[src/rtl/icgtn_multi_pkg.sv]
// icgtn_multi_pkg: shared types, state encoding and channel-count limits for the multi-channel clock gate.
// Contents:
//   chan_state_t : per-channel gate state {OFF, ON, DRAIN}
//   ACT_BIT      : state bit that directly drives the gate enable
//   NCH_MIN/MAX  : legal channel-count range, checked by nch_ok()
package icgtn_multi_pkg;

    // Bit 0 is the gate-open flag, so ACT comes straight off a flop and the
    // ON<->DRAIN transitions only toggle bit 1, never disturbing the enable.
    typedef enum logic [1:0] {
        OFF   = 2'b00,
        ON    = 2'b01,
        DRAIN = 2'b11
    } chan_state_t;

    localparam int ACT_BIT = 0;
    localparam int NCH_MIN = 1;
    localparam int NCH_MAX = 32;

    function automatic bit nch_ok(input int n);
        return (n >= NCH_MIN) && (n <= NCH_MAX);
    endfunction

endpackage

[src/rtl/icgtn_multi_chan.sv]
// icgtn_multi_chan: one negative-phase clock-gate channel with idle hysteresis.
// Ports:
//   clkn     : shared clock, state updates on its rising edge
//   rn       : synchronous active-low reset
//   req      : effective request (test enable or unmasked functional enable)
//   hold     : idle cycles to keep the gate open, loaded on entry to DRAIN
//   act      : registered gate-open flag
//   act_next : gate-open flag the next edge will load
//   q        : gated clock, low pulses only while act is high
module icgtn_multi_chan
    import icgtn_multi_pkg::*;
#(
    parameter int HOLD_W = 4
) (
    input  logic              clkn,
    input  logic              rn,
    input  logic              req,
    input  logic [HOLD_W-1:0] hold,
    output logic              act,
    output logic              act_next,
    output logic              q
);

    chan_state_t       state, state_nxt;
    logic [HOLD_W-1:0] cnt, cnt_nxt;

    always_ff @(posedge clkn) begin
        if (!rn) begin
            state <= OFF;
            cnt   <= '0;
        end else begin
            state <= state_nxt;
            cnt   <= cnt_nxt;
        end
    end

    // Defaulting to OFF also pulls the unused encoding back to a legal state.
    always_comb begin
        state_nxt = OFF;
        cnt_nxt   = '0;
        if (req) begin
            state_nxt = ON;
        end else if (state == ON) begin
            state_nxt = (hold == '0) ? OFF : DRAIN;
            cnt_nxt   = hold;
        end else if (state == DRAIN) begin
            state_nxt = (cnt <= HOLD_W'(1)) ? OFF : DRAIN;
            cnt_nxt   = (cnt <= HOLD_W'(1)) ? '0 : cnt - HOLD_W'(1);
        end
    end

    always_comb begin
        act      = state[ACT_BIT];
        act_next = state_nxt[ACT_BIT];
    end

    // act only changes just after a rising edge, while clkn is high, so q
    // stays high across every open/close transition.
    assign q = clkn | ~act;

endmodule

[src/rtl/icgtn_multi.sv]
// icgtn_multi: NCH negative-phase clock gates with per-channel hysteresis and a sleep handshake.
// Ports:
//   CLKN      : shared clock, all state updates on its rising edge
//   RN        : synchronous active-low reset
//   E         : per-channel functional enable
//   TE        : test enable, opens every gate and overrides sleep
//   HOLD      : idle cycles a gate stays open after its request drops
//   SLEEP_REQ : masks E so every channel drains and closes
//   SLEEP_ACK : registered, high while sleeping with every channel closed
//   ACT       : registered per-channel gate-open flags
//   Q         : gated clocks, Q[i] = CLKN | ~ACT[i]
module icgtn_multi
    import icgtn_multi_pkg::*;
#(
    parameter int NCH    = 4,
    parameter int HOLD_W = 4
) (
    input  logic              CLKN,
    input  logic              RN,
    input  logic [NCH-1:0]    E,
    input  logic              TE,
    input  logic [HOLD_W-1:0] HOLD,
    input  logic              SLEEP_REQ,
    output logic              SLEEP_ACK,
    output logic [NCH-1:0]    ACT,
    output logic [NCH-1:0]    Q
);

    logic [NCH-1:0] req, act_next;

    if (!nch_ok(NCH)) begin : g_nch_bad
        $error("icgtn_multi: NCH out of range");
    end

    assign req = {NCH{TE}} | (E & {NCH{~SLEEP_REQ}});

    for (genvar c = 0; c < NCH; c++) begin : g_chan
        icgtn_multi_chan #(.HOLD_W(HOLD_W)) u_chan (
            .clkn     (CLKN),
            .rn       (RN),
            .req      (req[c]),
            .hold     (HOLD),
            .act      (ACT[c]),
            .act_next (act_next[c]),
            .q        (Q[c])
        );
    end

    // Requiring both the present and the upcoming state to be closed makes the
    // ack rise one edge after the last channel closes, yet drop on the very
    // edge a test enable reopens the gates.
    always_ff @(posedge CLKN) begin
        if (!RN) SLEEP_ACK <= 1'b0;
        else     SLEEP_ACK <= SLEEP_REQ & ~|ACT & ~|act_next;
    end

endmodule

[config.mk]
export PLATFORM = sky130hd
export DESIGN_NAME = icgtn_multi
export DESIGN_NICKNAME = d
export VERILOG_FILES = /design/src/rtl/icgtn_multi_pkg.sv /design/src/rtl/icgtn_multi_chan.sv /design/src/rtl/icgtn_multi.sv
export SDC_FILE = /design/constraint.sdc
export NUM_CORES = 1
export LEC_CHECK = 0
export ABC_AREA = 1
export BUFFER_PORTS_ARGS = -buffer_cell sky130_fd_sc_hd__buf_2
export CAP_MARGIN = 20
export CELL_PAD_IN_SITES_DETAIL_PLACEMENT = 0
export CELL_PAD_IN_SITES_GLOBAL_PLACEMENT = 2
export CORE_ASPECT_RATIO = 1.75
export CORE_UTILIZATION = 31
export CTS_CLUSTER_DIAMETER = 100
export CTS_CLUSTER_SIZE = 40
export DETAILED_ROUTE_END_ITERATION = 8
export GPL_TIMING_DRIVEN = 0
export PLACE_DENSITY_LB_ADDON = 0.15
export SLEW_MARGIN = 25
export SYNTH_ARGS = -nofsm -noshare
export SYNTH_HDL_FRONTEND = slang
export SYNTH_SLANG_ARGS = --single-unit
[constraint.sdc]
create_clock -name CLKN -period 1.4 [get_ports CLKN]
set_input_delay 0.28 -clock CLKN [delete_from_list [all_inputs] [get_ports CLKN]]
set_output_delay 0.28 -clock CLKN [all_outputs]
set_load 0.1 [all_outputs]
* Word-level counts from Yosys, hierarchy flattened *
Cells that the tools add are included.

operators by class
  $add $sub $neg = 4
  multiply operators = 0
  divide/modulo/power cells = 0
  $lt $le $gt $ge = 4
  eq/ne operators = 8
  shifts and indexed selects = 0
  muxes and demuxes = 29
  bitwise logic cells = 14
  reduce and logical (&&, ||, !) cells = 9

operators by type and width
  operator                                             count
  2-to-1 mux 4 bit                                     12
  2-to-1 mux 2 bit                                     13
  <= comparator 4 x 1 -> 1 bit, second input constant  4
  subtractor 4 x 1 -> 4 bit, second input constant     4
  == test 2 x 1 -> 1 bit, second input constant        4
  == test 2 bit, second input constant                 4
  OR reduction 2 bit                                   4
  OR reduction 4 bit                                   2
  NOT 1 bit                                            6
  AND 4 bit                                            1
  zero test 4 bit                                      1
  2-to-1 mux 1 bit                                     4
  bitwise OR 1 bit                                     4
  bitwise OR 4 bit                                     1
  AND 1 bit                                            2
  zero test 1 bit                                      2

storage, ports and cells
  register bits = 25
  bits in latches = 0
  RAM bits = 0
  memory bits (read-only) = 0
  output and inout bits = 9
  word-level logic and storage cells = 81
  memories = 0

* Logic depth before layout (Yosys ltp) *
  word-level depth = 8
  mapped depth = 9
  mapped depth without buffers = 9

* Hierarchy *
A second synthesis with hierarchy kept.

unflattened totals
  cell total of the unflattened synthesis = 223
  area total of the unflattened synthesis = 1503.9 µm²

modules (own cells, without submodules)
  module            times used  cells an instance  area an instance (µm²)  sequential area each (µm²)
  icgtn_multi_chan  4           51                 351.6                   120.1
  icgtn_multi       1           19                 97.6                    20.0

==> impl_results.md <==
- Top post-synthesis cells by area: dfxtp_1, nand2_1, inv_1
- Final Hold Viols: 0
- H-tree Lvls: 2
- P&R area growth vs syn: 32.8%
- Most instantiated library cell after synthesis: nand2_1
- Worst-margin pin slew: 0.278 ns
- Post-Syn Area: 0.00144 mm²
- PwrDens: ~1500 mW/mm²
- Reg2Reg Setup Slack: 0.10 ns
- Crit-path slowest cell: buf_12
- Die height: 92.0 µm
- Share of layout cells above drive strength 1: between 30% and 40%
- Global-route wire length before repair: 5620 µm
- Ports: 21
- CTS max path bufs: 2
- Global route total overflow: 0
- Ys async rst share: 0%
- RSZ-0062 raised after global routing: true
- P_leak: 0.000806 µW
- Syn Nets: 225
- Area after DPL: 0.00160 mm²
- Cell accounting for the most synthesized area: dfxtp_1
- Maximum vdd drop: 0.952 mV
- Final setup viols: 4
- CP startpoint kind: clock port
- Clk_lat worst skew: 0.40 ns
- Routed wire length: 3450 µm
- Post-synth top cells: nand2_1, inv_1, dfxtp_1
- Ys flop type: dfxtp_1
- Unique masters post-synth: 18
- Core box area: 0.00444 mm²
- Starting Density: 32.3%
- Mean post-synth cell area: between 7 and 8 µm²
- Seq/Total Area, Yosys: 34.8%
- Initial antenna violation count: 0
- Antenna cells: 0
- Place WS: -0.103 ns
- CP Class: clk -> out
- Drc violations: 0
- Vias in the first global route: 1351
- Clock Skew: 0.170 ns
- Hpwl dp: 2600 µm
- CP top delay family: buffers and inverters
- Worst-path clk slew: 0.09 ns
- Cts bufs inserted: 5
- Cell Rows: 32
- Nets@finish: 257
- Drt first pass iters: 4
- Critical Path End Type: output port
- Root Buffer: clkbuf_8
- Antenna-violating nets left: 0
- Post-synth EDFFs: 0
- Port Buf Inserts: 19
- Violated checks: negative setup slack
- Vias after detailed routing: 1304
- Initial DRC Count: 31
- Die ar.: slightly below 0.005 mm²
- Vias per cell: 4.51
- Worst Path Arrival: 1.24 ns
- Worst hold path type: in -> reg
- Status: finished with violations
- Global Route Usage Sum: roughly 16%
- Final instance area: 0.00191 mm²
- Post-synthesis cell count: 205
- CTS tree: done
- Cell Chain, Critical Path: clkbuf_16 -> buf_8 -> inv_2 -> nand2_2 -> buf_12
- Routability cong.: 0.763
- Top cell type's share of synthesized area: 34.8%
- Wire length per cell: 11.9 µm
- Max_cap viols: 0
- Worst path max stage delay: 0.17 ns
- Fin. max-slew vios: 0
- Die width: around 53 µm
- YS warnings: 0
- CP bufs+invs: 4
- Largest net degree at the start of global routing: 10
- Tot Pwr: slightly below 3000 µW
- Required @ worst endpoint: 1.12 ns
- Crit-path max FO: 5
- Register bit total from synthesis: 25
- Slew headroom: around 80%
- Final setup margin: -0.117 ns
[worst paths after layout]
kind,end,cells past startpoint,from
worst max-delay path,Q[0],5,CLKN
worst min register to register,SLEEP_ACK$_SDFF_PN0_,3,g_chan[1].u_chan.state[0]$_SDFF_PN0_
worst max register to register,g_chan[2].u_chan.cnt[0]$_SDFF_PP0_,7,g_chan[2].u_chan.cnt[1]$_SDFF_PP0_
worst min-delay path,g_chan[3].u_chan.state[0]$_SDFF_PN0_,3,RN
[power by group]
part           internal, µW  switching [µW]  leakage (µW)  total [µW]
Combinational          93.6             196      0.000455         289
Clock                   974             900      0.000146        1870
Sequential              738            23.7      0.000206         761
Total                  1810            1120      0.000806        2920
[cell families after synthesis]
logic type                 Yosys count  share of synthesized area (%)
AOI/OAI and AO/OA                   30                           14.4
buffers and inverters               49                           15.2
DFF                                 25                           34.8
xor gates and xnor gates             2                           1.22
and+or+nand+nor                     91                           27.4
adders and majority gates            8                           6.97
[tightest hold or removal path: cells and delay by family]
kind / cells / cell delay [ns]
buffers and inverters: 2 / 0.18
and+or+nand+nor: 1 / 0.06
[layout make-up]
| class | instances | area, µm² |
|---|---|---|
| tap | 51 | 63.8 |
| multi-input combinational | 131 | 751 |
| clock inverter | 7 | 60.1 |
| sequential | 25 | 508 |
| buffer | 5 | 37.5 |
| clock buffer | 11 | 188 |
| timing repair buffer | 20 | 153 |
| fill | 483 | 2540 |
| inverter | 39 | 146 |
[sequential cells by signal, indices dropped and copies added, names as in the netlist]
| register | count |
|---|---|
| SLEEP_ACK | 1 |
| g_chan.u_chan.cnt | 16 |
| g_chan.u_chan.state | 8 |
[cell usage in the layout, fill, tap and decap left out]
cell type   count
bufinv_16       1
nand4_1         2
xor2_1          2
clkbuf_16       2
clkinv_4        1
nor3_1          1
o21ai_1         1
nand2_4         1
inv_2           8
ha_2            1
buf_6           2
nand3_2         4
dfxtp_2         6
buf_2          10
dfxtp_1        19
nand2_2         4
buf_8           2
a21oi_4         4
nor2_1         11
clkinvlp_2      1
nor2_2          6
buf_12          5
inv_1          34
a21oi_1        20
ha_1            7
a21oi_2         4
clkbuf_8        2
nand2_1        53
o21ai_2         1
clkinv_2        1
nand3_1         9
buf_4          13
[metal layers]
metal  up-vias  GRT usage, %  wire length (µm)
met5         -             0                 0
met4         0          9.43                82
met3         9          4.64               126
met2        22          28.0              1880
met1       585          16.4              1360
li1        688             -                 -
[stage by stage]
step / TNS (ns) / util (%) / cells / hold WS (ns)
floorplan: 0 / - / 205 / 0.427
global placement: -0.401 / 35.9 / 275 / 0.552
detailed placement: -0.400 / 35.9 / 275 / 0.546
CTS: -0.564 / 41.1 / 284 / 0.157
global route: -0.492 / 42.9 / 289 / 0.158
finish: -0.425 / 42.9 / 289 / 0.137
[repair_timing]
action	4_1_cts	5_1_grt
setup buffers	2	5
endpoints found under the setup margin	12	12
hold buffers	0	0
gates resized for setup	37	18
pin swaps	0	4
Power figures use the tool's default switching activity.
